**config.mk**
```make
export PLATFORM = sky130hd
export DESIGN_NAME = ram_sweep_ctrl
export DESIGN_NICKNAME = d
export VERILOG_FILES = /design/src/rtl/ram_sweep_pkg.sv /design/src/rtl/ram_sweep_ctrl_timer.sv /design/src/rtl/ram_sweep_ctrl.sv
export SDC_FILE = /design/constraint.sdc
export NUM_CORES = 1
export LEC_CHECK = 0
export ABC_AREA = 0
export BUFFER_PORTS_ARGS = -buffer_cell sky130_fd_sc_hd__clkbuf_2
export CAP_MARGIN = 15
export CORE_MARGIN = 2
export CORE_UTILIZATION = 60
export CTS_CLUSTER_SIZE = 25
export DETAILED_ROUTE_END_ITERATION = 7
export GPL_ROUTABILITY_DRIVEN = 1
export GPL_TIMING_DRIVEN = 1
export PLACE_DENSITY = 0.9
export SKIP_LAST_GASP = 1
export SYNTH_ARGS = -nofsm -noshare
export SYNTH_HDL_FRONTEND = slang
export SYNTH_SLANG_ARGS = --single-unit
```
**constraint.sdc**
```tcl
create_clock -name clk -period 4.3 [get_ports clk]
set_input_delay 1.075 -clock clk [delete_from_list [all_inputs] [get_ports clk]]
set_output_delay 1.075 -clock clk [all_outputs]
set_load 0.01 [all_outputs]
```
**src/rtl/ram_sweep_pkg.sv**
```systemverilog
// ram_sweep_pkg
// Shared definitions for the RAM read-out sequencer:
//   sweep_state_t  - sequencer FSM states
//   SWEEP_ADDR_W   - default RAM address width
//   SWEEP_DATA_W   - default RAM word width
//   dwell_w()      - width of the dwell down-counter for a given DWELL
package ram_sweep_pkg;

    localparam int SWEEP_ADDR_W = 4;
    localparam int SWEEP_DATA_W = 4;

    typedef enum logic [2:0] {
        ST_IDLE    = 3'd0,
        ST_FETCH   = 3'd1,
        ST_LATCH   = 3'd2,
        ST_DWELL   = 3'd3,
        ST_COPY_RD = 3'd4,
        ST_COPY_WR = 3'd5
    } sweep_state_t;

    // The counter holds DWELL-1 down to 0, so $clog2(DWELL) bits suffice
    // (DWELL is at least 2).
    function automatic int dwell_w(input int dwell);
        return $clog2(dwell);
    endfunction

endpackage

```
**src/rtl/ram_sweep_ctrl_timer.sv**
```systemverilog
// sweep_dwell_timer
// Loadable down-counter that times how long each address is held during
// auto-sweep. It stops at zero and reports that through done.
// Ports:
//   clk      in   system clock
//   resetn   in   asynchronous active-low reset (count clears to 0)
//   load     in   load load_val this cycle (takes priority over en)
//   load_val in   CNT_W value to load
//   en       in   decrement while nonzero
//   done     out  count is zero
module sweep_dwell_timer #(
    parameter int CNT_W = 4
) (
    input  logic             clk,
    input  logic             resetn,
    input  logic             load,
    input  logic [CNT_W-1:0] load_val,
    input  logic             en,
    output logic             done
);

    logic [CNT_W-1:0] cnt_reg;

    always_ff @(posedge clk or negedge resetn) begin
        if (!resetn) begin
            cnt_reg <= '0;
        end else if (load) begin
            cnt_reg <= load_val;
        end else if (en && (cnt_reg != '0)) begin
            cnt_reg <= cnt_reg - 1'b1;
        end
    end

    assign done = (cnt_reg == '0);

endmodule

```
**src/rtl/ram_sweep_ctrl.sv**
```systemverilog
// ram_sweep_ctrl
// Read-out sequencer for the dual RAM pair feeding the display path. It drives
// the shared RAM address, captures both RAM words one cycle later and shows
// address, both words and a mismatch flag. Supports auto-sweep (run), manual
// stepping (step) and, when the RAM_SWEEP_COPY_EN macro is defined, a one-shot
// bulk copy of ram0 into ram1 (copy_req). Without the macro the copy states are
// not built, copy_req is ignored and ram1_wr / ram1_wdata / busy are tied to 0.
// Ports:
//   clk, resetn            clock, asynchronous active-low reset
//   run, step, copy_req    auto-sweep level, step pulse, copy request pulse
//   ram0_rdata, ram1_rdata RAM read data (1-cycle latency after addr)
//   addr                   address to both RAMs
//   ram1_wr, ram1_wdata    ram1 write port (copy only)
//   disp_addr, disp0, disp1, mismatch  registered display values
//   busy                   copy in progress
module ram_sweep_ctrl
    import ram_sweep_pkg::*;
#(
    parameter int ADDR_W = SWEEP_ADDR_W,
    parameter int DATA_W = SWEEP_DATA_W,
    parameter int DWELL  = 50_000_000
) (
    input  logic              clk,
    input  logic              resetn,
    input  logic              run,
    input  logic              step,
    input  logic              copy_req,
    input  logic [DATA_W-1:0] ram0_rdata,
    input  logic [DATA_W-1:0] ram1_rdata,
    output logic [ADDR_W-1:0] addr,
    output logic              ram1_wr,
    output logic [DATA_W-1:0] ram1_wdata,
    output logic [ADDR_W-1:0] disp_addr,
    output logic [DATA_W-1:0] disp0,
    output logic [DATA_W-1:0] disp1,
    output logic              mismatch,
    output logic              busy
);

    localparam int CNT_W = dwell_w(DWELL);
    localparam logic [CNT_W-1:0] DWELL_LOAD = CNT_W'(DWELL - 1);

    sweep_state_t      state_reg, state_next;
    logic [ADDR_W-1:0] addr_reg, addr_next;
    logic [ADDR_W-1:0] disp_addr_reg;
    logic [DATA_W-1:0] disp0_reg, disp1_reg;
    logic              mismatch_reg;
    logic              latch_en;
    logic              dwell_load;
    logic              dwell_done;

    sweep_dwell_timer #(
        .CNT_W (CNT_W)
    ) u_dwell_timer (
        .clk      (clk),
        .resetn   (resetn),
        .load     (dwell_load),
        .load_val (DWELL_LOAD),
        .en       (state_reg == ST_DWELL),
        .done     (dwell_done)
    );

`ifdef RAM_SWEEP_COPY_EN
    logic copy_go;
    assign copy_go = copy_req;
`else
    logic copy_go;
    logic unused_copy_req;
    assign copy_go         = 1'b0;
    assign unused_copy_req = copy_req;
`endif

    always_comb begin
        state_next = state_reg;
        addr_next  = addr_reg;
        latch_en   = 1'b0;
        dwell_load = 1'b0;
        case (state_reg)
            ST_IDLE: begin
                if (copy_go) begin
                    addr_next  = '0;
                    state_next = ST_COPY_RD;
                end else if (step) begin
                    addr_next  = addr_reg + 1'b1;
                    state_next = ST_FETCH;
                end else if (run) begin
                    state_next = ST_FETCH;
                end
            end
            ST_FETCH: state_next = ST_LATCH;
            ST_LATCH: begin
                latch_en = 1'b1;
                if (run) begin
                    dwell_load = 1'b1;
                    state_next = ST_DWELL;
                end else begin
                    state_next = ST_IDLE;
                end
            end
            ST_DWELL: begin
                // run is only sampled once the dwell has expired
                if (dwell_done) begin
                    addr_next  = addr_reg + 1'b1;
                    state_next = run ? ST_FETCH : ST_IDLE;
                end
            end
`ifdef RAM_SWEEP_COPY_EN
            ST_COPY_RD: state_next = ST_COPY_WR;
            ST_COPY_WR: begin
                // Increment wraps to 0 after the last word; then refresh display
                addr_next  = addr_reg + 1'b1;
                state_next = (addr_reg == '1) ? ST_FETCH : ST_COPY_RD;
            end
`endif
            default: state_next = ST_IDLE;
        endcase
    end

    always_ff @(posedge clk or negedge resetn) begin
        if (!resetn) begin
            state_reg     <= ST_FETCH;
            addr_reg      <= '0;
            disp_addr_reg <= '0;
            disp0_reg     <= '0;
            disp1_reg     <= '0;
            mismatch_reg  <= 1'b0;
        end else begin
            state_reg <= state_next;
            addr_reg  <= addr_next;
            if (latch_en) begin
                disp_addr_reg <= addr_reg;
                disp0_reg     <= ram0_rdata;
                disp1_reg     <= ram1_rdata;
                mismatch_reg  <= (ram0_rdata != ram1_rdata);
            end
        end
    end

`ifdef RAM_SWEEP_COPY_EN
    logic ram1_wr_reg;
    logic busy_reg;

    // Registered decodes of the state being entered, so both match the state
    // exactly and clear asynchronously on reset.
    always_ff @(posedge clk or negedge resetn) begin
        if (!resetn) begin
            ram1_wr_reg <= 1'b0;
            busy_reg    <= 1'b0;
        end else begin
            ram1_wr_reg <= (state_next == ST_COPY_WR);
            busy_reg    <= (state_next == ST_COPY_RD) || (state_next == ST_COPY_WR);
        end
    end

    assign ram1_wr    = ram1_wr_reg;
    assign ram1_wdata = ram1_wr_reg ? ram0_rdata : '0;
    assign busy       = busy_reg;
`else
    assign ram1_wr    = 1'b0;
    assign ram1_wdata = '0;
    assign busy       = 1'b0;
`endif

    assign addr      = addr_reg;
    assign disp_addr = disp_addr_reg;
    assign disp0     = disp0_reg;
    assign disp1     = disp1_reg;
    assign mismatch  = mismatch_reg;

endmodule

```
==> results.sh <==
export IMPL_status="finished clean"
export IMPL_path_clk_slew_ns=0.09
export IMPL_crit_cells=7
export IMPL_track_usage_pct=25.03
export IMPL_drcViolationCount=0
export IMPL_grt_max_degree=46
export IMPL_first_iter_violations=99
export IMPL_crit_fanout=14
export IMPL_hold_viol_final=0
export IMPL_drt_pass1_iter_count=4
export IMPL_fp_row_count=22
export IMPL_cts_root_buf="clkbuf_8"
export IMPL_worstPathArrival_ns=2.80
export IMPL_post_route_min_period_ns=2.646
export IMPL_fin_worst_skew_ns=0.008313
export IMPL_grt_pass1_wl_um=8293
export IMPL_clock_latency_ns=0.30
export IMPL_cts_setup_buffers=0
export IMPL_worst_setup_path_end_kind="flip-flop"
export IMPL_viasPerCell=6.096
export IMPL_initial_core_util_pct=62.48
export IMPL_period_share_pct=61.53
export IMPL_antenna_found_initial=0
export IMPL_cts_resized_gates=0
export IMPL_synth_cell_types=51
export IMPL_cts_max_level=2
export IMPL_fin_nets=258
export IMPL_critical_path_slowest_cell="nor3b_1"
export IMPL_largest_reg_flops=26
export IMPL_r2r_start="u_dwell_timer.cnt_reg[0]$_DFFE_PN0P_"
export IMPL_coreArea_mm2=0.003689
export IMPL_yosysSeqAreaShare_pct=48.91
export IMPL_stdcell_count=292
export IMPL_critPathLaunch="u_dwell_timer.cnt_reg[0]$_DFFE_PN0P_"
export IMPL_p_leak_nw=1.044
export IMPL_die_width_um=65.98
export IMPL_crit_buf_inv=1
export IMPL_cap_violations=0
export IMPL_slew_violations=0
export IMPL_syn_instance_count=214
export IMPL_fp_dieH_um=65.98
export IMPL_endpoint="u_dwell_timer.cnt_reg[4]$_DFFE_PN0P_"
export IMPL_yosys_register_bits=45
export IMPL_setup_tns_ns=0
export IMPL_synth_edf_count=0
export IMPL_crit_type="flip-flop to flip-flop"
export IMPL_routedWlPerCell_um=16.59
export IMPL_cts_tree="done"
export IMPL_area_delta_synth_final_pct=10.53
export IMPL_async_reset_ff_share_pct=100.0
export IMPL_cts_buffer_depth=2
export IMPL_ys_warn_count=0
export IMPL_max_stage_delay_ns=0.57
export IMPL_reg2regPathDepth=7
export IMPL_avgSynthCellArea_um2=10.77
export IMPL_postCtsHoldBufs=0
export IMPL_layout_drive_gt1_share_pct=25.82
export IMPL_slew_headroom_pct=33.35
export IMPL_vdd_drop_max_mv=0.4136
export IMPL_grt_setup_unrepaired="no"
export IMPL_insertedDiodeCount=0
export IMPL_rrSetupSlack_ns=1.65
export IMPL_dpl_hpwl_um=3354
export IMPL_gp_congestion=0.8345
export IMPL_cts_sink_count=45
export IMPL_grt_pass1_vias=1761
export IMPL_gr_total_overflow=0
export IMPL_fmax_mhz=378.0
export IMPL_path_cells="inv_1, ha_1, nor3b_1, nand2_1, o31a_1, a211oi_1, a31oi_1"
export IMPL_vias=1780
export IMPL_cts_buffers=5
export IMPL_power_density_mw_per_mm2=546.4
export IMPL_hp_class="flip-flop to flip-flop"
export IMPL_path_delay_family="compound AO/OA/AOI/OAI gates"
export IMPL_syn_area_mm2=0.002305
export IMPL_worst_pin_slew_ns=0.9906
export IMPL_drt_antenna_violating_nets=0
export IMPL_setup_viol=0
export IMPL_required_ns=4.46
export IMPL_final_util_pct=69.06
export IMPL_totalWireLength_um=4843
export IMPL_io_pins=36
export IMPL_worst_r2r_endpoint="u_dwell_timer.cnt_reg[4]$_DFFE_PN0P_"
export IMPL_dp_cells=283
export IMPL_start_kind="flip-flop"
export IMPL_yosys_most_used_dff="dfrtp_1"
export IMPL_portBuffers=28
export IMPL_fp_dieArea_mm2=0.004353
==> metrics by stage <==
stage | hold WS [ns] | setup WS (ns) | power, mW | area [um^2]
after floorplan | 0.4595 | 1.863 | 0.9902 | 2323
after global placement | 0.4641 | 1.806 | 1.105 | 2441
after detailed placement | 0.4780 | 1.698 | 1.138 | 2441
after CTS | 0.4991 | 1.673 | 1.399 | 2527
after global routing | 0.5132 | 1.383 | 1.494 | 2547
final | 0.4942 | 1.654 | 1.392 | 2547
==> layer usage <==
layer	share of wire (%)	global-route usage [%]
met5	0	0
met4	1.4	7.398
met2	50	41.41
met3	4.9	6.474
met1	44	32.47
==> power breakdown <==
group | internal (mW) | switching [mW] | total [mW]
Combinational | 0.212 | 0.268 | 0.480
Clock | 0.112 | 0.148 | 0.260
Sequential | 0.545 | 0.106 | 0.651
Total | 0.870 | 0.522 | 1.39
==> cells by family after synthesis <==
kind of cell,count (synthesis),synth area share [%]
compound gates,37,11.18
xor+xnor,13,4.940
fa+ha+maj,2,1.086
buf+inv,19,4.723
flops,45,48.91
mux,17,8.089
other cells,1,0.1627
simple gates,80,20.90
==> layout make-up <==
class                           count  area (um^2)
Fill cell                         301         1141
Sequential cell                    45         1127
Multi-Input combinational cell    155         1087
Timing Repair Buffer               29        160.2
Clock buffer                        5        68.82
Tap cell                           48        60.06
Inverter                            7        26.28
Clock inverter                      3        17.52
==> placed cells by master (no fill, tap or decap), types with 4 or more instances in the layout <==
master and count:
or4_1 5, o21ai_1 4, nand2_1 12, xnor2_1 9
clkbuf_2 28, o21ai_0 5, mux2_2 12, nor2_1 14
nand3_1 6, a211oi_1 4, nor4_1 9, clkbuf_8 5
xor2_1 4, conb_1 6, mux2i_1 4, a21oi_1 6
nor3_1 6, dfrtp_1 44, a31oi_1 5, inv_1 7
==> cells in the mapped netlist, types with 2 or more instances <==
cell / number / area [um^2]
xnor2_1: 9 / 78.83
buf_6: 2 / 22.52
nand3_1: 6 / 30.03
mux2_2: 12 / 135.1
a31oi_1: 5 / 31.28
o211ai_1: 2 / 15.01
clkbuf_1: 4 / 15.01
mux2i_1: 4 / 40.04
nand4_1: 3 / 18.77
and2_1: 2 / 12.51
xor2_1: 4 / 35.03
and3_1: 2 / 12.51
nor4_1: 9 / 56.30
o41ai_1: 3 / 26.28
o21ai_1: 4 / 20.02
nor2_1: 14 / 52.55
nand2b_1: 2 / 12.51
dfrtp_1: 44 / 1101
or4_1: 5 / 37.54
inv_1: 7 / 26.28
nand2_1: 12 / 45.04
buf_4: 6 / 45.04
o21ai_0: 5 / 25.02
ha_1: 2 / 25.02
nor3b_1: 2 / 15.01
or2_2: 2 / 12.51
or3_1: 2 / 12.51
nor3_1: 6 / 30.03
a211oi_1: 4 / 30.03
a21oi_1: 6 / 30.03
or4_4: 2 / 22.52
a31o_2: 3 / 26.28
==> worst min path at each step <==
stage / startpoint / end / slack (ns) / cells after the start
3_5_place_dp: mismatch$_DFFE_PN0N_ / mismatch$_DFFE_PN0N_ / 0.48 / 2
5_1_grt: u_dwell_timer.cnt_reg[11]$_DFFE_PN0P_ / u_dwell_timer.cnt_reg[11]$_DFFE_PN0P_ / 0.51 / 1
6_report: mismatch$_DFFE_PN0N_ / mismatch$_DFFE_PN0N_ / 0.49 / 2
2_1_floorplan: u_dwell_timer.cnt_reg[11]$_DFFE_PN0P_ / u_dwell_timer.cnt_reg[11]$_DFFE_PN0P_ / 0.46 / 1
4_1_cts: mismatch$_DFFE_PN0N_ / mismatch$_DFFE_PN0N_ / 0.50 / 2
3_3_place_gp: mismatch$_DFFE_PN0N_ / mismatch$_DFFE_PN0N_ / 0.46 / 2
==> worst register-to-register path, cell delays in order, from the launching register on <==
cell	delay, ns
dfrtp_1	0.42
inv_1	0.07
ha_1	0.18
nor3b_1	0.57
nand2_1	0.34
o31a_1	0.54
a211oi_1	0.31
a31oi_1	0.06
No activity file was read; power rests on OpenSTA's default activity.
